**config.mk**
```make
export PLATFORM = sky130hd
export DESIGN_NAME = fwd_hazard_unit
export DESIGN_NICKNAME = d
export VERILOG_FILES = /design/src/rtl/fwd_hazard_unit.sv
export SDC_FILE = /design/constraint.sdc
export NUM_CORES = 1
export LEC_CHECK = 0
export CAP_MARGIN = 25
export CORE_ASPECT_RATIO = 0.6
export CORE_UTILIZATION = 30
export CTS_CLUSTER_SIZE = 10
export DETAILED_ROUTE_END_ITERATION = 16
export PLACE_DENSITY_LB_ADDON = 0.1
export SLEW_MARGIN = 5
export SYNTH_ARGS = -nofsm -noshare
export SYNTH_HDL_FRONTEND = slang
export SYNTH_SLANG_ARGS = --single-unit
```
**constraint.sdc**
```tcl
create_clock -name clk -period 2.89 [get_ports clk]
set_input_delay 0.578 -clock clk [delete_from_list [all_inputs] [get_ports clk]]
set_output_delay 0.578 -clock clk [all_outputs]
set_load 0.005 [all_outputs]
```
**src/rtl/fwd_hazard_unit.sv**
```systemverilog
// EX-stage forwarding selects plus a latency scoreboard that stalls consumers of multi-cycle results.
// Define FWD_ZERO_REG_EN to make register 0 a hardwired zero (never forwarded, tracked or stalled on).
module fwd_hazard_unit #(
   parameter int REG_AW   = 5,
   parameter int NUM_SRC  = 2,
   parameter int MAX_LAT  = 4,
   parameter int STALL_CW = 16,
   localparam int LAT_W   = $clog2(MAX_LAT + 1)
) (
   input  logic                      clk,
   input  logic                      rst,
   input  logic                      flush,
   input  logic                      ex_valid,
   input  logic [NUM_SRC*REG_AW-1:0] ex_src,
   input  logic                      mem_regwrite,
   input  logic [REG_AW-1:0]         mem_wreg,
   input  logic                      wb_regwrite,
   input  logic [REG_AW-1:0]         wb_wreg,
   input  logic                      iss_valid,
   input  logic [REG_AW-1:0]         iss_wreg,
   input  logic [LAT_W-1:0]          iss_lat,
   output logic [2*NUM_SRC-1:0]      fwd_sel,
   output logic                      stall,
   output logic [STALL_CW-1:0]       stall_cycles
);

   localparam int NUM_REG = 2 ** REG_AW;

   logic [LAT_W-1:0] cnt [NUM_REG];
   logic [LAT_W-1:0] lat_ld;
   logic             load;

   function automatic logic live(input logic [REG_AW-1:0] r);
`ifdef FWD_ZERO_REG_EN
      live = (r != '0);
`else
      live = 1'b1;
`endif
   endfunction

   always_comb begin
      logic [REG_AW-1:0] src;
      logic              mem_hit;
      logic              wb_hit;
      fwd_sel = '0;
      stall   = 1'b0;
      for (int i = 0; i < NUM_SRC; i++) begin
         src     = ex_src[i*REG_AW +: REG_AW];
         mem_hit = mem_regwrite && live(mem_wreg) && (mem_wreg == src);
         wb_hit  = wb_regwrite && live(wb_wreg) && (wb_wreg == src);
         if (mem_hit)
            fwd_sel[2*i +: 2] = 2'b10;
         else if (wb_hit)
            fwd_sel[2*i +: 2] = 2'b01;
         if (ex_valid && live(src) && (cnt[src] != '0))
            stall = 1'b1;
      end
   end

   assign lat_ld = (iss_lat > LAT_W'(MAX_LAT)) ? LAT_W'(MAX_LAT) : iss_lat;
   assign load   = iss_valid && !stall && live(iss_wreg);

   // a fresh issue overrides the countdown of the same register
   always_ff @(posedge clk) begin
      for (int r = 0; r < NUM_REG; r++) begin
         if (rst || flush)
            cnt[r] <= '0;
         else if (load && (iss_wreg == REG_AW'(r)))
            cnt[r] <= lat_ld;
         else if (cnt[r] != '0)
            cnt[r] <= cnt[r] - 1'b1;
      end
   end

   always_ff @(posedge clk) begin
      if (rst)
         stall_cycles <= '0;
      else if (stall && (stall_cycles != '1))
         stall_cycles <= stall_cycles + 1'b1;
   end

endmodule

```
==> summary.txt, run 1 <==
Status
  • Status: complete, but fails checks
  • Violated checks: setup timing

Floorplan
  • Die Wd: roughly 230 µm
  • Initial core utilization: between 30 and 40%
  • Die area: roughly 31000 µm²
  • Rows: 48
  • IO Pins: between 50 and 60
  • Floorplan Core Area: 29300 µm²
  • Die height: between 100 and 150 µm

Power and ir drop
  • Peak supply drop: 0.000272 V
  • Pwr Density: between 600 and 700 nW/µm²
  • Static Leakage: 0.00483 µW
  • Final Total Pwr: approximately 8700 µW

STA
  • Max Freq: between 300 and 400 MHz
  • Minimum clock period: approximately 3100 ps
  • Final Hold Vio Count: 0
  • Clk_skew: between 10 and 15 ps
  • Final setup fails: between 150 and 200
  • RSZ-0062 raised after global routing: true
  • Rel. slew slack: 64.3%
  • Max Slew Vio Count: 0
  • Tcrit/Tclk final: 108%
  • TNS Setup: -23350 ps
  • WHS: ~540 ps
  • Fin worst setup slack: -227 ps
  • Worst-Margin Slew: approximately 530 ps

Placement
  • HPWL after DPL: roughly 22000 µm
  • Placed Cells: between 1k and 1.5k
  • GPL Wtd Cong: ~0.8
  • Port Buffer Count: 55

Clocking
  • TritonCTS buffer count: 9
  • H-tree levels: 3
  • CTS Sinks: 112
  • Clock transition at path regs: 80 ps
  • Clock root buffer: clkbuf_16
  • Clk_lat worst skew: a little under 400 ps
  • Hold_buf cts: 0
  • CTS tree: built
  • Clock Tree Buf Depth: 2

Setup path
  • Worst path arrival time: ~3300 ps
  • Crit path launch type: primary input
  • Worst-path maximum fanout: 17
  • Reg2reg end: cnt[15][1]$_DFFE_PP_
  • Worst endpoint required time: slightly above 3000 ps
  • R2R Setup Slk: -200 ps
  • Setup Crit Path Kind: primary input to flip-flop
  • R2R depth: 10
  • Crit end category: flip-flop
  • RR Startpoint: cnt[28][2]$_DFFE_PP_

Global route
  • Global-route wire length before repair: 44500 µm
  • Global-route usage over all layers: roughly a fifth
  • Global route overflow: 0
  • Vias in the first global route: roughly 7.1k
  • Pin count of the biggest net entering global routing: 64
  • Antenna violations before repair: 1

Route
  • DR DRC count: 0
  • Total number of vias: about 7.4k
  • Routed length per placed instance: 21.0 µm
  • Final wirelength: roughly 31000 µm
  • Avg Vias per Cell: between 5 and 6
  • Drt initial violations: 623
  • Drt first pass iters: 7
  • Antenna Nets Post-Route: 0

Layout
  • Final core occ: approximately 43%
  • Share of layout cells above drive strength 1: a little over a third
  • Area Growth Syn to Fin: 37.3%
  • Final std cells w/o fill: 1466
  • Layout Nets: between 1k and 1.5k

Logic synthesis
  • EDFF count, synth: between 90 and 100
  • Synth unique cells: between 50 and 60
  • Syn Nets: around 960
  • Ys Warns: 0
  • Cells after Synth: 861
  • Most area-hungry cell type in the Yosys netlist: edfxtp_1
  • Synth top area cells: edfxtp_1, ha_1, mux2_1
  • Sequential share of the synthesized area: between 30% and 40%
  • Count leader, synth: inv_1
  • Post-synth top area share: 31.7%
  • Synth cell count leaders: inv_1, edfxtp_1, nor3_1
  • Synthesized area: approximately 9000 µm²
  • Asr flop ratio synth: 0%
  • #FFs+latches synth: ~110
  • Mapped Avg Cell Area: ~11 µm²
  • Synth Flop Type: edfxtp_1

Worst hold path
  • WHS Endpoint: stall_cycles[1]$_SDFFE_PP0P_
  • Hold path start: stall_cycles[1]$_SDFFE_PP0P_
  • Min-delay worst type: flip-flop to flip-flop
  • Hold depth: 2

Job
  • Number of max-cap violations: 0
-- layout make-up --
| cell class | count | area (µm²) |
|---|---|---|
| Fill cell | 2823 | 16800 |
| Multi-Input combinational cell | 585 | 5740 |
| Sequential cell | 112 | 3200 |
| Timing Repair Buffer | 244 | 2330 |
| Tap cell | 400 | 500 |
| Inverter | 108 | 405 |
| Clock buffer | 12 | 278 |
| Clock inverter | 4 | 48.8 |
| Antenna cell | 1 | 2.50 |
-- sequential cells by signal, indices dropped and copies added, names as in the netlist --
register      count
cnt              96
stall_cycles     16
-- critical path, stage by stage --
cell and delay, ps:
buf_2 140, buf_12 160, nor3_2 190, a31oi_1 80
mux4_2 470, o21bai_1 180, buf_4 140, buf_6 90
o2111ai_4 130, buf_6 180, clkbuf_16 180, a211oi_4 370
mux2_4 340
-- worst max-delay path by stage --
stage	slack, ps	start	to
3_3_place_gp	-930	ex_src[5]	stall
3_5_place_dp	-970	ex_src[5]	stall
2_1_floorplan	-100	ex_src[0]	cnt[12][0]$_DFFE_PP_
5_1_grt	-360	ex_src[6]	cnt[15][2]$_DFFE_PP_
6_report	-230	ex_src[1]	cnt[15][1]$_DFFE_PP_
4_1_cts	-150	cnt[9][1]$_DFFE_PP_	cnt[8][1]$_DFFE_PP_
-- logic make-up after synthesis --
kind of cell	share of synthesized area, %
simple gates	17.6
mux	17.9
buf+inv	7.21
flops	35.2
xor+xnor	1.92
compound gates	11.2
fa+ha+maj	8.93
-- what timing repair did --
| item | 4_1_cts | 5_1_grt |
|---|---|---|
| endpoints found under the hold margin | 0 | 0 |
| setup endpoints to repair | 212 | 191 |
| resized for setup | 75 | 88 |
| cloned | 0 | 3 |
| pin swaps | 23 | 28 |
| setup buffers | 16 | 28 |
-- placed cells by master, fill, tap and decap left out, types with 5 or more instances in the layout --
master,count
a21oi_1,5
xor2_1,16
nor3_1,74
mux4_2,19
a211oi_4,31
buf_6,22
nand2_1,10
buf_2,6
and3_1,12
ha_1,65
edfxtp_1,96
nand3_1,12
nand3b_1,31
nand4_1,8
mux2_2,7
buf_4,143
nor4_1,8
dfxtp_1,16
mux2_1,23
mux2i_1,36
buf_12,17
nor2b_1,14
nor2_1,37
a311oi_2,5
nor3_2,10
mux2_4,45
clkbuf_16,13
dlygate4sd2_1,6
or3_1,35
clkdlybuf4s50_1,42
inv_1,107
-- metrics by stage --
step / area, µm² / setup slack, ps
2_1_floorplan: 9170 / -96.7
3_3_place_gp: 11300 / -929
3_5_place_dp: 11300 / -970
4_1_cts: 11900 / -153
5_1_grt: 12500 / -364
6_report: 12500 / -227
-- where the power goes --
part           internal [µW]  switching, µW  total, µW  leakage [µW]
sequential              2440            457       2900       0.00123
combinational           2110           2200       4310       0.00344
clock                    773            675       1450      0.000164
-- routing by layer --
layer	track usage (%)	wire (µm)	vias up
met5	0	0	-
met4	3.39	231	0
met3	3.56	1510	15
met2	25.6	11800	180
met1	32.0	17200	3648
li1	-	-	3569
Note: power is estimated with default switching activity, not from simulation.
==> run 2, diff against run 1 <==
Settings changed: CORE_ASPECT_RATIO 0.6 to not set, RECOVER_POWER set to 100.
==> run 2 against run 1 <==
The run still ends with setup timing left. Total power is 3.4% lower. Worst setup slack improved by 55 ps. Core utilization down 1.0 points. Hold slack improved by 3.4 ps. Sequential cell count stayed put. Combinational power fell by 5.6%. Clock power about the same. Non-clock buffer count down 16. Critical path depth decreased by 3. Count of clock-buffer cells in the layout grew 2. Via count decreased by 2.5%. Highest routed layer unchanged.
==> summary.txt, run 2 (same netlist as run 1, synthesis figures left out) <==
Setup path
  • RR Startpoint: cnt[29][2]$_DFFE_PP_
  • Crit end category: flip-flop
  • Setup Crit Path Kind: flip-flop to flip-flop
  • Worst path arrival time: 3190 ps (-70 ps)
  • CP bufs+invs: 3 (-3)
  • Levels on crit path: 10 (-3)
  • R2R depth: 10 (unchanged)
  • Worst-path maximum fanout: 8 (-9)
  • Worst endpoint required time: 3020 ps (-20 ps)
  • Crit path from: cnt[29][2]$_DFFE_PP_
  • Crit path max-delay cell type: edfxtp_1
  • Critical Path Max Stage Delay: 480 ps (about the same)
  • Delay-heaviest family, CP: compound AO/OA/AOI/OAI gates
  • Crit-path cells: o311a_4 > a2111oi_4 > a21oi_2 > o211ai_2 > buf_4 > o2111ai_4 > buf_6 > buf_12 > a211oi_4 > mux2_4
  • Crit path launch type: flip-flop

Clocking
  • Clock Tree Buf Depth: 2 (unchanged)
  • H-tree levels: 3 (unchanged)
  • Hold_buf cts: 0 (unchanged)
  • Clock root buffer: clkbuf_16
  • CTS tree: built
  • CTS Sinks: 112 (unchanged)
  • Clock transition at path regs: 80 ps (about the same)
  • TritonCTS buffer count: 9 (unchanged)
  • Clk_lat worst skew: 370 ps (-20 ps)

Layout
  • Most frequent cells in the layout: buf_4, inv_1, edfxtp_1, nor3_1, ha_1
  • Top Registers: cnt x96, stall_cycles x16
  • Most common cell after layout, fill and taps aside: buf_4
  • Layout filler cell count: 2852 (+1.0%)
  • Max reg flops: 96 (unchanged)
  • Biggest register: cnt
  • Share of layout cells above drive strength 1: 34.2% (-0.61 points)
  • Ant diodes: 0 (-1)
  • Layout Nets: 1144 (-1.4%)
  • Area Growth Syn to Fin: 36.0%

Global route
  • Global-route wire length before repair: 44100 µm (-0.76%)
  • Antenna violations before repair: 0 (-1)
  • Vias in the first global route: 7553 (+6.9%)
  • Global route overflow: 0 (unchanged)
  • Pin count of the biggest net entering global routing: 42 (-34%)
  • Global-route usage over all layers: 18.8% (-0.73 points)

Floorplan
  • IO Pins: 56 (unchanged)
  • Die area: 31100 µm² (about the same)
  • Die height: 176 µm (+29%)
  • Rows: 63 (+31%)
  • Floorplan Core Area: 29700 µm² (+1.4%)
  • Initial core utilization: 30.6% (-0.43 points)
  • Die Wd: 176 µm (-22%)

Power and ir drop
  • Static Leakage: 0.00484 µW (+0.19%)
  • Peak supply drop: 0.000298 V (+9.8%)
  • Pwr Density: 675 nW/µm² (-2.5%)
  • Final Total Pwr: 8360 µW (-3.4%)

Route
  • Drt initial violations: 365 (-41%)
  • Avg Vias per Cell: 5.02 (-0.68%)
  • Met3 WL: 748 µm (-50%)
  • Final wirelength: 28200 µm (-8.4%)
  • Drt first pass iters: 4 (-3)
  • Routed wl met2: 13500 µm (+14%)
  • Routed length per placed instance: 19.6 µm (-6.7%)
  • Total number of vias: 7226 (-2.5%)
  • Antenna Nets Post-Route: 0 (unchanged)
  • WL met1: 13600 µm (-21%)
  • DR DRC count: 0 (unchanged)
  • Highest routed metal layer: met4

STA
  • Rel. slew slack: 65.5% (+1.2 points)
  • Final setup fails: 174 (-5.9%)
  • Max Freq: 327 MHz (+1.8%)
  • Minimum clock period: 3060 ps (-54.7 ps)
  • Clk_skew: 10.3 ps (-0.235 ps)
  • RSZ-0062 raised after global routing: true
  • Worst-Margin Slew: 516 ps (-16.3 ps)
  • Tcrit/Tclk final: 106% (-1.9 points)
  • Fin worst setup slack: -172 ps (+54.7 ps)
  • Max Slew Vio Count: 0 (unchanged)
  • WHS: 547 ps (+3.42 ps)
  • Final Hold Vio Count: 0 (unchanged)

Placement
  • GPL Wtd Cong: 0.811 (-0.67%)
  • Port Buffer Count: 55 (unchanged)
  • HPWL after DPL: 20200 µm (-7.6%)

Worst hold path
  • Hold path start: stall_cycles[1]$_SDFFE_PP0P_
  • Hold depth: 2 (unchanged)
  • Min-delay worst type: flip-flop to flip-flop

Job
  • Number of max-cap violations: 0 (unchanged)

Status
  • Violated checks: setup timing
  • Status: complete, but fails checks
run 2: tightest hold or removal path, delay by kind of cell (launching register included):
kind	cells	cell delay (ps)
AOI/OAI and AO/OA	2	140
DFF	1	360
run 2: final cells by class:
type | instances | area [µm²] | share of cell area (%)
Multi-Input combinational cell | 585 | 5730 | 46.3
Sequential cell | 112 | 3200 | 25.9
Timing Repair Buffer | 228 | 2220 | 17.9
Tap cell | 390 | 488 | 3.94
Inverter | 108 | 408 | 3.29
Clock buffer | 14 | 319 | 2.58
Clock inverter | 2 | 13.8 | 0.111
run 2: path summary, 6_finish.rpt:
check / to / slack, ps
hold reg to reg: stall_cycles[1]$_SDFFE_PP0P_ / 550
setup / recovery: cnt[24][0]$_DFFE_PP_ / -170
setup reg to reg: cnt[24][0]$_DFFE_PP_ / -170
hold / removal: stall_cycles[1]$_SDFFE_PP0P_ / 550
run 2: stage by stage:
step	worst slack, ps	std cells	TNS (ps)	instance area (µm²)	utilization [%]
2_1_floorplan	-96.7	861	-5980	9170	-
3_3_place_gp	-984	1394	-179430	11300	37.9
3_5_place_dp	-1010	1394	-179500	11300	37.9
4_1_cts	-143	1427	-6120	12100	40.7
5_1_grt	-251	1439	-28590	12400	41.7
6_report	-172	1439	-13470	12400	41.7
run 2: layer usage:
layer	GRT usage [%]	vias to the layer above
li1	-	3544
met2	31.6	94
met1	25.5	3570
met4	4.35	0
met3	2.37	18
met5	0	-
run 2: what timing repair did:
item | in CTS | in global routing
buffers inserted | 18 | 16
cloned | 4 | 0
gates resized for setup | 106 | 60
pin swaps | 23 | 25
setup endpoints to repair | 213 | 196
endpoints found under the hold margin | 0 | 0
run 2: power by group:
part           total (µW)  internal [µW]  switching [µW]
Sequential           2860           2440             418
Combinational        4070           2020            2050
Clock                1440            774             662
==> run 3, diff against run 2 <==
Settings changed: CTS_CLUSTER_DIAMETER set to 120, GPL_TIMING_DRIVEN set to 0, TNS_END_PERCENT set to 100.
==> run 3 against run 2 <==
The run still ends with setup timing left. Core utilization is 2.4 points lower. Combinational power fell by 9.3%. Via count hardly changed. Sequential share of layout area increased by 1.6 points. Sequential power is essentially flat. Cell area shrank 5.8%. Final cell count decreased by 3.6%. Fmax is 0.46% lower. Global-route usage grew 0.76 points. Critical path depth decreased by 1. Die area stayed put.
==> summary.txt, run 3 (same netlist as run 1, synthesis figures left out) <==
Status
  • Status: complete, but fails checks
  • Violated checks: setup timing

Floorplan
  • Die area: 31100 µm² (unchanged)
  • Initial core utilization: 30.6% (unchanged)
  • Die Wd: 176 µm (unchanged)
  • Rows: 63 (unchanged)
  • IO Pins: 56 (unchanged)
  • Die height: 176 µm (unchanged)
  • Floorplan Core Area: 29700 µm² (unchanged)

STA
  • RSZ-0062 raised after global routing: true
  • WHS: 546 ps (-1.06 ps)
  • Final Hold Vio Count: 0 (unchanged)
  • TNS Setup: -17290 ps (-3820 ps)
  • Final setup fails: 165 (-5.2%)
  • Clk_skew: 11.6 ps (+1.32 ps)
  • Max Slew Vio Count: 0 (unchanged)
  • Minimum clock period: 3080 ps (+14.1 ps)
  • Fin worst setup slack: -186 ps (-14.1 ps)
  • Rel. slew slack: 45.5% (-20 points)
  • Tcrit/Tclk final: 106% (+0.49 points)
  • Max Freq: 325 MHz (-0.46%)
  • Worst-Margin Slew: 816 ps (+300 ps)

Route
  • Final wirelength: 29500 µm (+4.9%)
  • Routed length per placed instance: 21.3 µm (+8.8%)
  • Total number of vias: 7221 (-0.069%)
  • DR DRC count: 0 (unchanged)
  • Antenna Nets Post-Route: 0 (unchanged)
  • Drt first pass iters: 5 (+1)
  • Drt initial violations: 345 (-5.5%)
  • Avg Vias per Cell: 5.21 (+3.7%)

Clocking
  • CTS Sinks: 112 (unchanged)
  • Clock transition at path regs: 90 ps (about the same)
  • CTS tree: built
  • TritonCTS buffer count: 9 (unchanged)
  • Clock Tree Buf Depth: 2 (unchanged)
  • H-tree levels: 3 (unchanged)
  • Clock root buffer: clkbuf_16
  • Clk_lat worst skew: 380 ps (about the same)

Setup path
  • R2R depth: 11 (+1)
  • Setup Crit Path Kind: primary input to primary output
  • Worst endpoint required time: 2310 ps (-710 ps)
  • Worst-path maximum fanout: 10 (+2)
  • Crit path max-delay cell type: mux4_2
  • Crit-path cells: clkbuf_2 > clkbuf_8 > mux4_2 > a221oi_4 > o31ai_4 > o2111a_2 > buf_8 > nor2_4 > buf_2
  • Delay-heaviest family, CP: buffers and inverters
  • Crit end category: primary output
  • Worst path arrival time: 2500 ps (-690 ps)
  • CP bufs+invs: 4 (+1)
  • R2R Setup Slk: -180 ps (about the same)
  • Crit path launch type: primary input
  • RR Startpoint: cnt[25][2]$_DFFE_PP_
  • Reg2reg end: cnt[7][0]$_DFFE_PP_
  • Critical Path Max Stage Delay: 360 ps (-120 ps)

Power and ir drop
  • Static Leakage: 0.00434 µW (-10%)
  • Peak supply drop: 0.000333 V (+12%)
  • Pwr Density: 680 nW/µm² (+0.76%)
  • Final Total Pwr: 7940 µW (-5.1%)

Global route
  • Global-route wire length before repair: 45100 µm (+2.2%)
  • Global-route usage over all layers: 19.5% (+0.76 points)
  • Antenna violations before repair: 0 (unchanged)
  • Pin count of the biggest net entering global routing: 22 (-48%)
  • Global route overflow: 0 (unchanged)
  • Vias in the first global route: 7438 (-1.5%)

Layout
  • Top Registers: cnt x96, stall_cycles x16
  • Area Growth Syn to Fin: 28.1%
  • Final core occ: 39.3% (-2.4 points)
  • Max reg flops: 96 (unchanged)
  • Most frequent cells in the layout: inv_1, edfxtp_1, nor3_1, ha_1, mux2_4
  • Ant diodes: 0 (unchanged)
  • Layout filler cell count: 2886 (+1.2%)
  • Most common cell after layout, fill and taps aside: inv_1
  • Layout Nets: 1092 (-4.5%)
  • Share of layout cells above drive strength 1: 27.7% (-6.5 points)
  • Biggest register: cnt

Worst hold path
  • Hold path start: stall_cycles[1]$_SDFFE_PP0P_
  • WHS Endpoint: stall_cycles[1]$_SDFFE_PP0P_
  • Hold depth: 2 (unchanged)
  • Min-delay worst type: flip-flop to flip-flop

Placement
  • Port Buffer Count: 48 (-13%)
  • GPL Wtd Cong: 0.817 (+0.67%)
  • HPWL after DPL: 21500 µm (+6.7%)

Job
  • Number of max-cap violations: 0 (unchanged)
==> run 3: changes by cell type in the layout (fill, tap and decap cells not counted), sizes merged <==
cell / before / now
buf: 179 / 98
clkbuf: 16 / 43
inv: 108 / 113
dlygate4sd2: 3 / 1
bufbuf: 1 / 0
clkinv: 2 / 1
clkinvlp: 0 / 1
==> run 3: tightest hold or removal path, cell delays in order (launching register included) <==
cell and delay, ps:
dfxtp_1 360, o31ai_1 80, a21oi_1 60
==> run 3: worst max-delay path by stage <==
stage	start	to	cells after the start
2_1_floorplan	ex_src[0]	cnt[12][0]$_DFFE_PP_	9
3_3_place_gp	ex_src[5]	stall	9
5_1_grt	ex_src[1]	cnt[23][1]$_DFFE_PP_	12
4_1_cts	cnt[25][2]$_DFFE_PP_	stall	8
3_5_place_dp	ex_src[5]	stall	9
6_report	ex_src[6]	stall	9
==> run 3: what timing repair did <==
| action | CTS | global route |
|---|---|---|
| buffers inserted | 47 | 18 |
| cloned | 3 | 0 |
| gates resized for setup | 143 | 40 |
| endpoints found under the setup margin | 213 | 203 |
| pin swaps | 31 | 39 |
| hold endpoints to repair | 0 | 0 |
| hold buffers | 0 | 0 |
==> run 3: area by class of cell <==
| class | instances | area [µm²] | share of cell area (%) |
|---|---|---|---|
| Timing Repair Buffer | 121 | 1200 | 10.3 |
| Clock inverter | 7 | 71.3 | 0.611 |
| Tap cell | 390 | 488 | 4.18 |
| Buffer | 55 | 395 | 3.39 |
| Sequential cell | 112 | 3200 | 27.5 |
| Multi-Input combinational cell | 585 | 5680 | 48.6 |
| Clock buffer | 9 | 225 | 1.93 |
| Inverter | 108 | 412 | 3.53 |
==> run 3: report_power, final <==
part	switching, µW	internal [µW]	leakage (µW)	total, µW
Sequential	450	2440	0.00123	2890
Clock	737	619	0.000148	1360
Combinational	1930	1760	0.00296	3690
Total	3110	4820	0.00434	7940
==> run 3: per-stage QoR <==
stage	cell area, µm²	worst slack (ps)	cells
2_1_floorplan	9170	-96.7	861
6_report	11700	-186	1387
3_3_place_gp	10100	-1850	1299
3_5_place_dp	10200	-1830	1305
5_1_grt	11700	-270	1387
4_1_cts	11400	-336	1371
==> run 3: routing by layer <==
metal | routed length [µm] | global-route usage, %
met5 | 0 | 0
met4 | 616 | 5.80
met3 | 1110 | 2.67
met2 | 14000 | 32.6
met1 | 13800 | 26.2
